## config.mk

```make
export PLATFORM = sky130hd
export DESIGN_NAME = ifetch_stage
export DESIGN_NICKNAME = d
export VERILOG_FILES = /design/src/rtl/ifetch_stage.sv
export SDC_FILE = /design/constraint.sdc
export NUM_CORES = 1
export LEC_CHECK = 0
export CORE_MARGIN = 2
export CORE_UTILIZATION = 51
export CTS_BUF_LIST = sky130_fd_sc_hd__clkbuf_16
export DETAILED_ROUTE_END_ITERATION = 12
export GPL_ROUTABILITY_DRIVEN = 0
export PLACE_DENSITY = 0.85
export SLEW_MARGIN = 0
export SYNTH_ARGS = -nofsm -noshare
export SYNTH_HDL_FRONTEND = slang
export SYNTH_SLANG_ARGS = --single-unit
```

## constraint.sdc

```tcl
create_clock -name clk -period 4.5 [get_ports clk]
set_clock_uncertainty 0.05 [all_clocks]
set_input_delay 0.9 -clock clk [delete_from_list [all_inputs] [get_ports clk]]
set_output_delay 0.9 -clock clk [all_outputs]
set_load 0.01 [all_outputs]
```

## src/rtl/ifetch_stage.sv

```systemverilog
// rtl/ifetch_stage.sv - instruction fetch stage with IF/ID register; optional syscall halt via IFETCH_SYSCALL_HALT_EN
module ifetch_stage #(
    parameter logic [31:0] RESET_PC = 32'h0000_3000,
    parameter int          IMEM_AW  = 10,
    parameter logic [31:0] NOP_WORD = 32'h0000_0000
) (
    input  logic               clk,
    input  logic               rst,
    input  logic               stall,
    input  logic               flush,
    input  logic               redirect,
    input  logic [31:0]        redirect_pc,
    output logic [IMEM_AW-1:0] imem_addr,
    input  logic [31:0]        imem_rdata,
    output logic [31:0]        IR,
    output logic [31:0]        id_pc,
    output logic [31:0]        id_pc4,
    output logic               id_valid,
    output logic [31:0]        fetch_count,
    output logic               halted
);

    localparam logic [0:0] ST_RUN  = 1'b0;
    localparam logic [0:0] ST_HALT = 1'b1;

    logic [31:0] pc_q, pc_d;
    logic [31:0] ir_q, ir_d;
    logic [31:0] id_pc_q, id_pc_d;
    logic [31:0] id_pc4_q, id_pc4_d;
    logic        id_valid_q, id_valid_d;
    logic [31:0] fetch_count_q, fetch_count_d;
    logic [0:0]  state_q, state_d;
    logic [31:0] pc_plus4;
    logic        halt_now;
    logic        is_syscall;
    logic        unused_redirect_lsb;

    // Byte-offset bits of the redirect target are dropped when the PC is loaded.
    assign unused_redirect_lsb = ^redirect_pc[1:0];

    assign pc_plus4 = pc_q + 32'd4;

`ifdef IFETCH_SYSCALL_HALT_EN
    assign halt_now   = (state_q == ST_HALT);
    assign is_syscall = (imem_rdata[31:26] == 6'd0) && (imem_rdata[5:0] == 6'b001100);
`else
    assign halt_now   = 1'b0;
    assign is_syscall = 1'b0;
`endif

    // Next-state selection: redirect > flush > stall > (halted bubble | normal advance)
    always_comb begin
        pc_d          = pc_q;
        ir_d          = ir_q;
        id_pc_d       = id_pc_q;
        id_pc4_d      = id_pc4_q;
        id_valid_d    = id_valid_q;
        fetch_count_d = fetch_count_q;
        state_d       = state_q;
        if (redirect) begin
            pc_d       = {redirect_pc[31:2], 2'b00};
            ir_d       = NOP_WORD;
            id_valid_d = 1'b0;
            state_d    = ST_RUN;
        end else if (flush) begin
            ir_d       = NOP_WORD;
            id_valid_d = 1'b0;
            // The word fetched this cycle is dropped, but the PC still moves on.
            if (!stall && !halt_now) begin
                pc_d = pc_plus4;
            end
        end else if (stall) begin
            pc_d = pc_q;
        end else if (halt_now) begin
            ir_d       = NOP_WORD;
            id_valid_d = 1'b0;
        end else begin
            ir_d          = imem_rdata;
            id_pc_d       = pc_q;
            id_pc4_d      = pc_plus4;
            id_valid_d    = 1'b1;
            pc_d          = pc_plus4;
            fetch_count_d = fetch_count_q + 32'd1;
            if (is_syscall) begin
                state_d = ST_HALT;
            end
        end
    end

    // PC, IF/ID register and halt state; reset overrides every other request.
    always_ff @(posedge clk) begin
        if (rst) begin
            pc_q          <= RESET_PC;
            ir_q          <= NOP_WORD;
            id_pc_q       <= 32'd0;
            id_pc4_q      <= 32'd4;
            id_valid_q    <= 1'b0;
            fetch_count_q <= 32'd0;
            state_q       <= ST_RUN;
        end else begin
            pc_q          <= pc_d;
            ir_q          <= ir_d;
            id_pc_q       <= id_pc_d;
            id_pc4_q      <= id_pc4_d;
            id_valid_q    <= id_valid_d;
            fetch_count_q <= fetch_count_d;
            state_q       <= state_d;
        end
    end

    assign imem_addr   = pc_q[IMEM_AW+1:2];
    assign IR          = ir_q;
    assign id_pc       = id_pc_q;
    assign id_pc4      = id_pc4_q;
    assign id_valid    = id_valid_q;
    assign fetch_count = fetch_count_q;
    assign halted      = (state_q == ST_HALT);

endmodule

```

==> results of run 1 <==
[metrics by stage]
stage               instances  hold slack, ns  area (sq um)  utilization
floorplan                 849          0.4161          7083            -
global placement         1150          0.3885          8971       0.6539
detailed placement       1150          0.3966          8971       0.6539
CTS                      1182          0.4038          9602       0.6999
global route             1182          0.4214          9602       0.6999
finish                   1182          0.4021          9602       0.6999
[layer usage]
| metal | vias to the layer above | GRT usage |
|---|---|---|
| li1 | 3312 | - |
| met1 | 3162 | 0.3376 |
| met2 | 323 | 0.4301 |
| met3 | 35 | 0.09925 |
| met4 | 0 | 0.1063 |
| met5 | - | 0 |
[report_power, final]
group	internal, W	switching (W)	leakage [nW]
clock	0.000973	0.000577	0.307
combinational	0.000159	0.000141	1.65
sequential	0.00142	0.0000593	1.26
[layout by cell type (no fill, tap or decap), types with 15 or more instances in the layout]
cell / netlist / routed
nand3_1: 16 / 16
mux2i_1: 34 / 34
nand2_1: 98 / 98
a21oi_1: 62 / 62
clkdlybuf4s50_1: 0 / 199
or3_1: 26 / 26
clkbuf_16: 0 / 17
nor2_1: 73 / 73
or4_1: 33 / 33
o21ai_0: 47 / 47
dfxtp_1: 155 / 155
nand4_1: 24 / 24
a31oi_1: 15 / 15
xnor2_1: 18 / 18
o31ai_1: 26 / 26
[worst register-to-register path, delay by kind of cell (launching register included)]
| kind | cells | cell delay, ns |
|---|---|---|
| adders and majority gates | 1 | 0.47 |
| and+or+nand+nor | 3 | 1.29 |
| AOI/OAI and AO/OA | 1 | 0.30 |
| DFF | 1 | 0.53 |
[path summary, 6_finish.rpt]
| check | startpoint | to | depth (start not counted) |
|---|---|---|---|
| max | flush | fetch_count[24] | 5 |
| max reg2reg | pc_q[2] | pc_q[22] | 5 |
| min | id_pc[24] | id_pc[24] | 2 |
| min reg2reg | id_pc[24] | id_pc[24] | 2 |
[layout make-up]
type | count | area [sq um] | share of cell area
clock buffer | 17 | 425.4 | 0.04431
clock inverter | 15 | 205.2 | 0.02137
inverter | 14 | 52.55 | 0.005473
multi-input combinational | 592 | 3526 | 0.3672
sequential | 155 | 3103 | 0.3232
tap | 180 | 225.2 | 0.02346
timing repair buffer | 209 | 2064 | 0.2150
[flip-flops by register name (all words and copies together) (netlist names)]
name	count
IR	32
fetch_count	32
id_pc	30
id_pc4	30
id_valid	1
pc_q	30
[logic make-up (layout without fill, tap and decap cells)]
logic type               Yosys count  count (layout)  synth area share
AO/OA/AOI/OAI                    189             189            0.1645
other                              1               5         0.0005306
adder cells (fa/ha/maj)            2               2          0.003540
XOR/XNOR                          27              27           0.03346
buffers and inverters            102             255           0.06497
multiplexers                      40              40           0.05771
flip-flops                       155             155            0.4390
AND/OR/NAND/NOR                  329             329            0.2363
==> flow_summary.yaml, run 1 <==
detailed_routing:
  drt_pre_antenna_iters: 6
  dr_total_vias: 6832
  drc: 0
  wl_met2_microns: 9226
  wl_met3_microns: 1993
  top_layer: "met4"
  wirelength_met1_microns: 8459
  ant_nets: 0
  vias_per_cell: 5.780
  wl_microns: 20120
  wl_per_cell_microns: 17.02
  first_iter_violations: 725
floorplan:
  die_w_microns: 121.7
  start_util: 0.5152
  die_area_sq_um: 14820
  std_cell_rows: 43
  boundaryPins: 209
  core_area_sq_um: 13720
  die_y_microns: 121.7
timing:
  setup_ws_ns: 1.153
  fmax_mhz: 298.8
  setup_viol: 0
  max-slew-margin-rel: 0.3249
  period_needed_ns: 3.347
  timing.final.crit_share: 0.7438
  tightest_slew_ns: 1.010
  hold_violations: 0
  rsz0062_at_grt: "no"
  final_max_slew_viol_count: 0
  tns_ns: 0
finish:
  diodes: 0
  syn2layout_area_growth_pct: 35.85
  drive_above_1_share: 0.05090
  fillers: 1072
  fin_nets: 1060
placed_design:
  port-buffer-count: 201
  dp.final_hpwl_microns: 13360
  post-place-ws_ns: 0.7191
synth:
  synth.distinct_cells: 45
  synth_most_common_cell: "dfxtp_1"
  synthFlopType: "dfxtp_1"
  yosysWarnings: 0
  synthTopCellsByArea: "dfxtp_1 44%, nand2_1 5.2%, mux2i_1 4.8%, a21oi_1 4.4%, nor2_1 3.9%"
  ys_ff_latch: 155
  yosys.area.top_type: "dfxtp_1"
  synth_common_cells: "155 x dfxtp_1, 98 x nand2_1, 73 x nor2_1"
  synth.cell_area_sq_um: 7068
  yosysSeqAreaShare: 0.4390
  synth_edf_count: 0
  synth_cells: 845
  avgSynthCellArea_sq_um: 8.365
  synthArstFlopShare: 0
  synth_top_area_share: 0.4390
global_routing:
  grt_pass1_vias: 6241
  grt_pass1_wl_microns: 31570
  grt.overflow.total: 0
  grt_max_degree: 65
  grt_util_all_layers: 0.2715
  antenna_found_initial: 0
clocking:
  holdBufCountCts: 0
  cts_setup_buffers: 0
  clkSinkCount: 155
  cts_tree: "yes"
  post_cts_resized: 0
  cts_made_buffers: 17
  clockBufferDepth: 2
  clock-root-buffer: "clkbuf_16"
  cts_max_level: 4
  clk_pin_slew_ns: 0.06
  clk_latency_ns: 0.43
critical_path:
  crit_type: "input pin to flip-flop"
  max_stage_delay_ns: 0.85
  r2r_setup_slack_ns: 1.75
  arrival_ns: 3.62
  path_buf_inv: 1
  cpMaxStageDelayCell: "or4_1"
  crit_required_ns: 4.77
  start_kind: "input pin"
  crit_chain: "clkdlybuf4s50_1 > or3_4 > or4_1 > nor4_1 > mux2_2"
  path_max_fanout: 41
  end_kind: "flip-flop"
  cp_top_family: "simple AND/OR/NAND/NOR gates"
job:
  cap_violations: 0
power_and_ir_drop:
  worst_ir_drop_vdd_mv: 0.3473
  leakage_nw: 3.217
  power.density_nw_per_um2: 346.5
  fin_total_pwr_w: 0.003327
status:
  status: "complete, no violations"
min_path:
  min_path_type: "flip-flop to flip-flop"
Note: power is estimated with default switching activity, not from simulation.
==> inputs of run 2 (changes only) <==
- CORE_UTILIZATION: 51 -> 43
- PLACE_DENSITY: 0.85 -> 0.77
- clock period: 4.5 -> 2.81 ns (I/O delays scaled with it)
==> run 2 against run 1 <==
Routed wire length grew 4.2%. Setup slack lost 0.83 ns. Sequential share of layout area shrank 0.88 points. Sequential power grew 59%. Clock power grew 59%. Largest power group unchanged. Combinational power grew 75%. Largest cell class unchanged.
==> flow_summary.yaml, run 2 (synthesized netlist as in run 1, its figures left out) <==
floorplan:
  die_w_microns: 132.2
  boundaryPins: 209
  die_y_microns: 132.2
  std_cell_rows: 46
  start_util: 0.4417
  die_area_sq_um: 17480
  core_area_sq_um: 16000
clocking:
  clockBufferDepth: 2
  clock-root-buffer: "clkbuf_16"
  cts_tree: "yes"
  clkSinkCount: 155
  post_cts_resized: 0
  cts_made_buffers: 17
  clk_pin_slew_ns: 0.06
  clk_latency_ns: 0.42
  cts_setup_buffers: 0
  cts_max_level: 4
  holdBufCountCts: 0
finish:
  syn2layout_area_growth_pct: 39.67
  stdcell_count: 1244
  fillers: 1418
  fin_nets: 1087
  layout_commonest_cell: "clkdlybuf4s50_1"
  diodes: 0
  fin_area_sq_um: 9872
  drive_above_1_share: 0.07490
  layout_common_cells: "199 x clkdlybuf4s50_1, 155 x dfxtp_1, 98 x nand2_1"
critical_path:
  path_max_fanout: 12
  crit_type: "input pin to flip-flop"
  crit_required_ns: 3.07
  start_kind: "input pin"
  arrival_ns: 2.75
  end_kind: "flip-flop"
power_and_ir_drop:
  power.density_nw_per_um2: 540.9
  worst_ir_drop_vdd_mv: 0.3845
  leakage_nw: 3.339
detailed_routing:
  drt_pre_antenna_iters: 5
  drc: 0
  dr_total_vias: 6969
  vias_per_cell: 5.602
  wl_microns: 20960
  wl_per_cell_microns: 16.85
  ant_nets: 0
  first_iter_violations: 496
placed_design:
  dp.cells: 1213
  dpl_cell_area_sq_um: 9244
  dp.final_hpwl_microns: 14770
  port-buffer-count: 201
  post-place-ws_ns: -0.1165
global_routing:
  grt.overflow.total: 0
  grt_max_degree: 60
  antenna_found_initial: 0
  grt_pass1_vias: 6411
  grt_pass1_wl_microns: 33610
  grt_util_all_layers: 0.2380
min_path:
  min_path_type: "flip-flop to flip-flop"
job:
  cap_violations: 0
timing:
  max-slew-margin-rel: 0.5901
  tightest_slew_ns: 0.6149
  final_max_slew_viol_count: 0
  setup_viol: 0
  setup_ws_ns: 0.3186
  rsz0062_at_grt: "no"
  holdWs_ns: 0.3986
  fmax_mhz: 401.4
  hold_violations: 0
  tns_ns: 0
  timing.final.crit_share: 0.8866
  period_needed_ns: 2.491
status:
  status: "complete, no violations"
==> run 2: cell count changes in the layout (fill, tap and decap cells not counted), sizes merged <==
cell,delta
buf,+27
clkinvlp,+1
inv,-1
clkinv,-1
==> run 2: power by group <==
| group | total (W) | switching, W | internal (W) |
|---|---|---|---|
| Clock | 0.00247 | 0.000909 | 0.00156 |
| Combinational | 0.000525 | 0.000251 | 0.000274 |
| Sequential | 0.00235 | 0.0000798 | 0.00227 |
==> run 2: stage by stage <==
stage,power [W],util
3_5_place_dp,0.002916,0.5777
5_1_grt,0.005512,0.6170
3_3_place_gp,0.002909,0.5777
2_1_floorplan,0.002646,-
4_1_cts,0.005375,0.6170
6_report,0.005340,0.6170
==> run 2: final timing paths <==
check	startpoint	end	slack [ns]	cells past startpoint
max reg2reg	pc_q[5]	id_pc4[28]	0.45	5
min reg2reg	id_valid	id_valid	0.40	2
max	redirect	fetch_count[24]	0.32	6
min	id_valid	id_valid	0.40	2
==> run 2: area by class of cell <==
type | count | area, sq um | area share
Multi-Input combinational cell | 592 | 3526 | 0.3572
Sequential cell | 155 | 3103 | 0.3143
Timing Repair Buffer | 236 | 2292 | 0.2322
Clock buffer | 17 | 425.4 | 0.04309
Tap cell | 216 | 270.3 | 0.02738
Clock inverter | 14 | 202.7 | 0.02053
Inverter | 14 | 52.55 | 0.005323
==> run 2: critical path, stage by stage <==
cell,delay [ns]
clkdlybuf4s50_1,0.43
or3_4,0.41
or4_1,0.48
buf_4,0.19
nor4_1,0.31
mux2_2,0.37
==> run 2: per-layer routing <==
layer	vias up	global-route usage	part of all wire
met5	-	0	0
met4	0	0.07706	0.017
met3	26	0.08343	0.097
met2	260	0.3756	0.46
met1	3304	0.3053	0.43
li1	3379	-	-
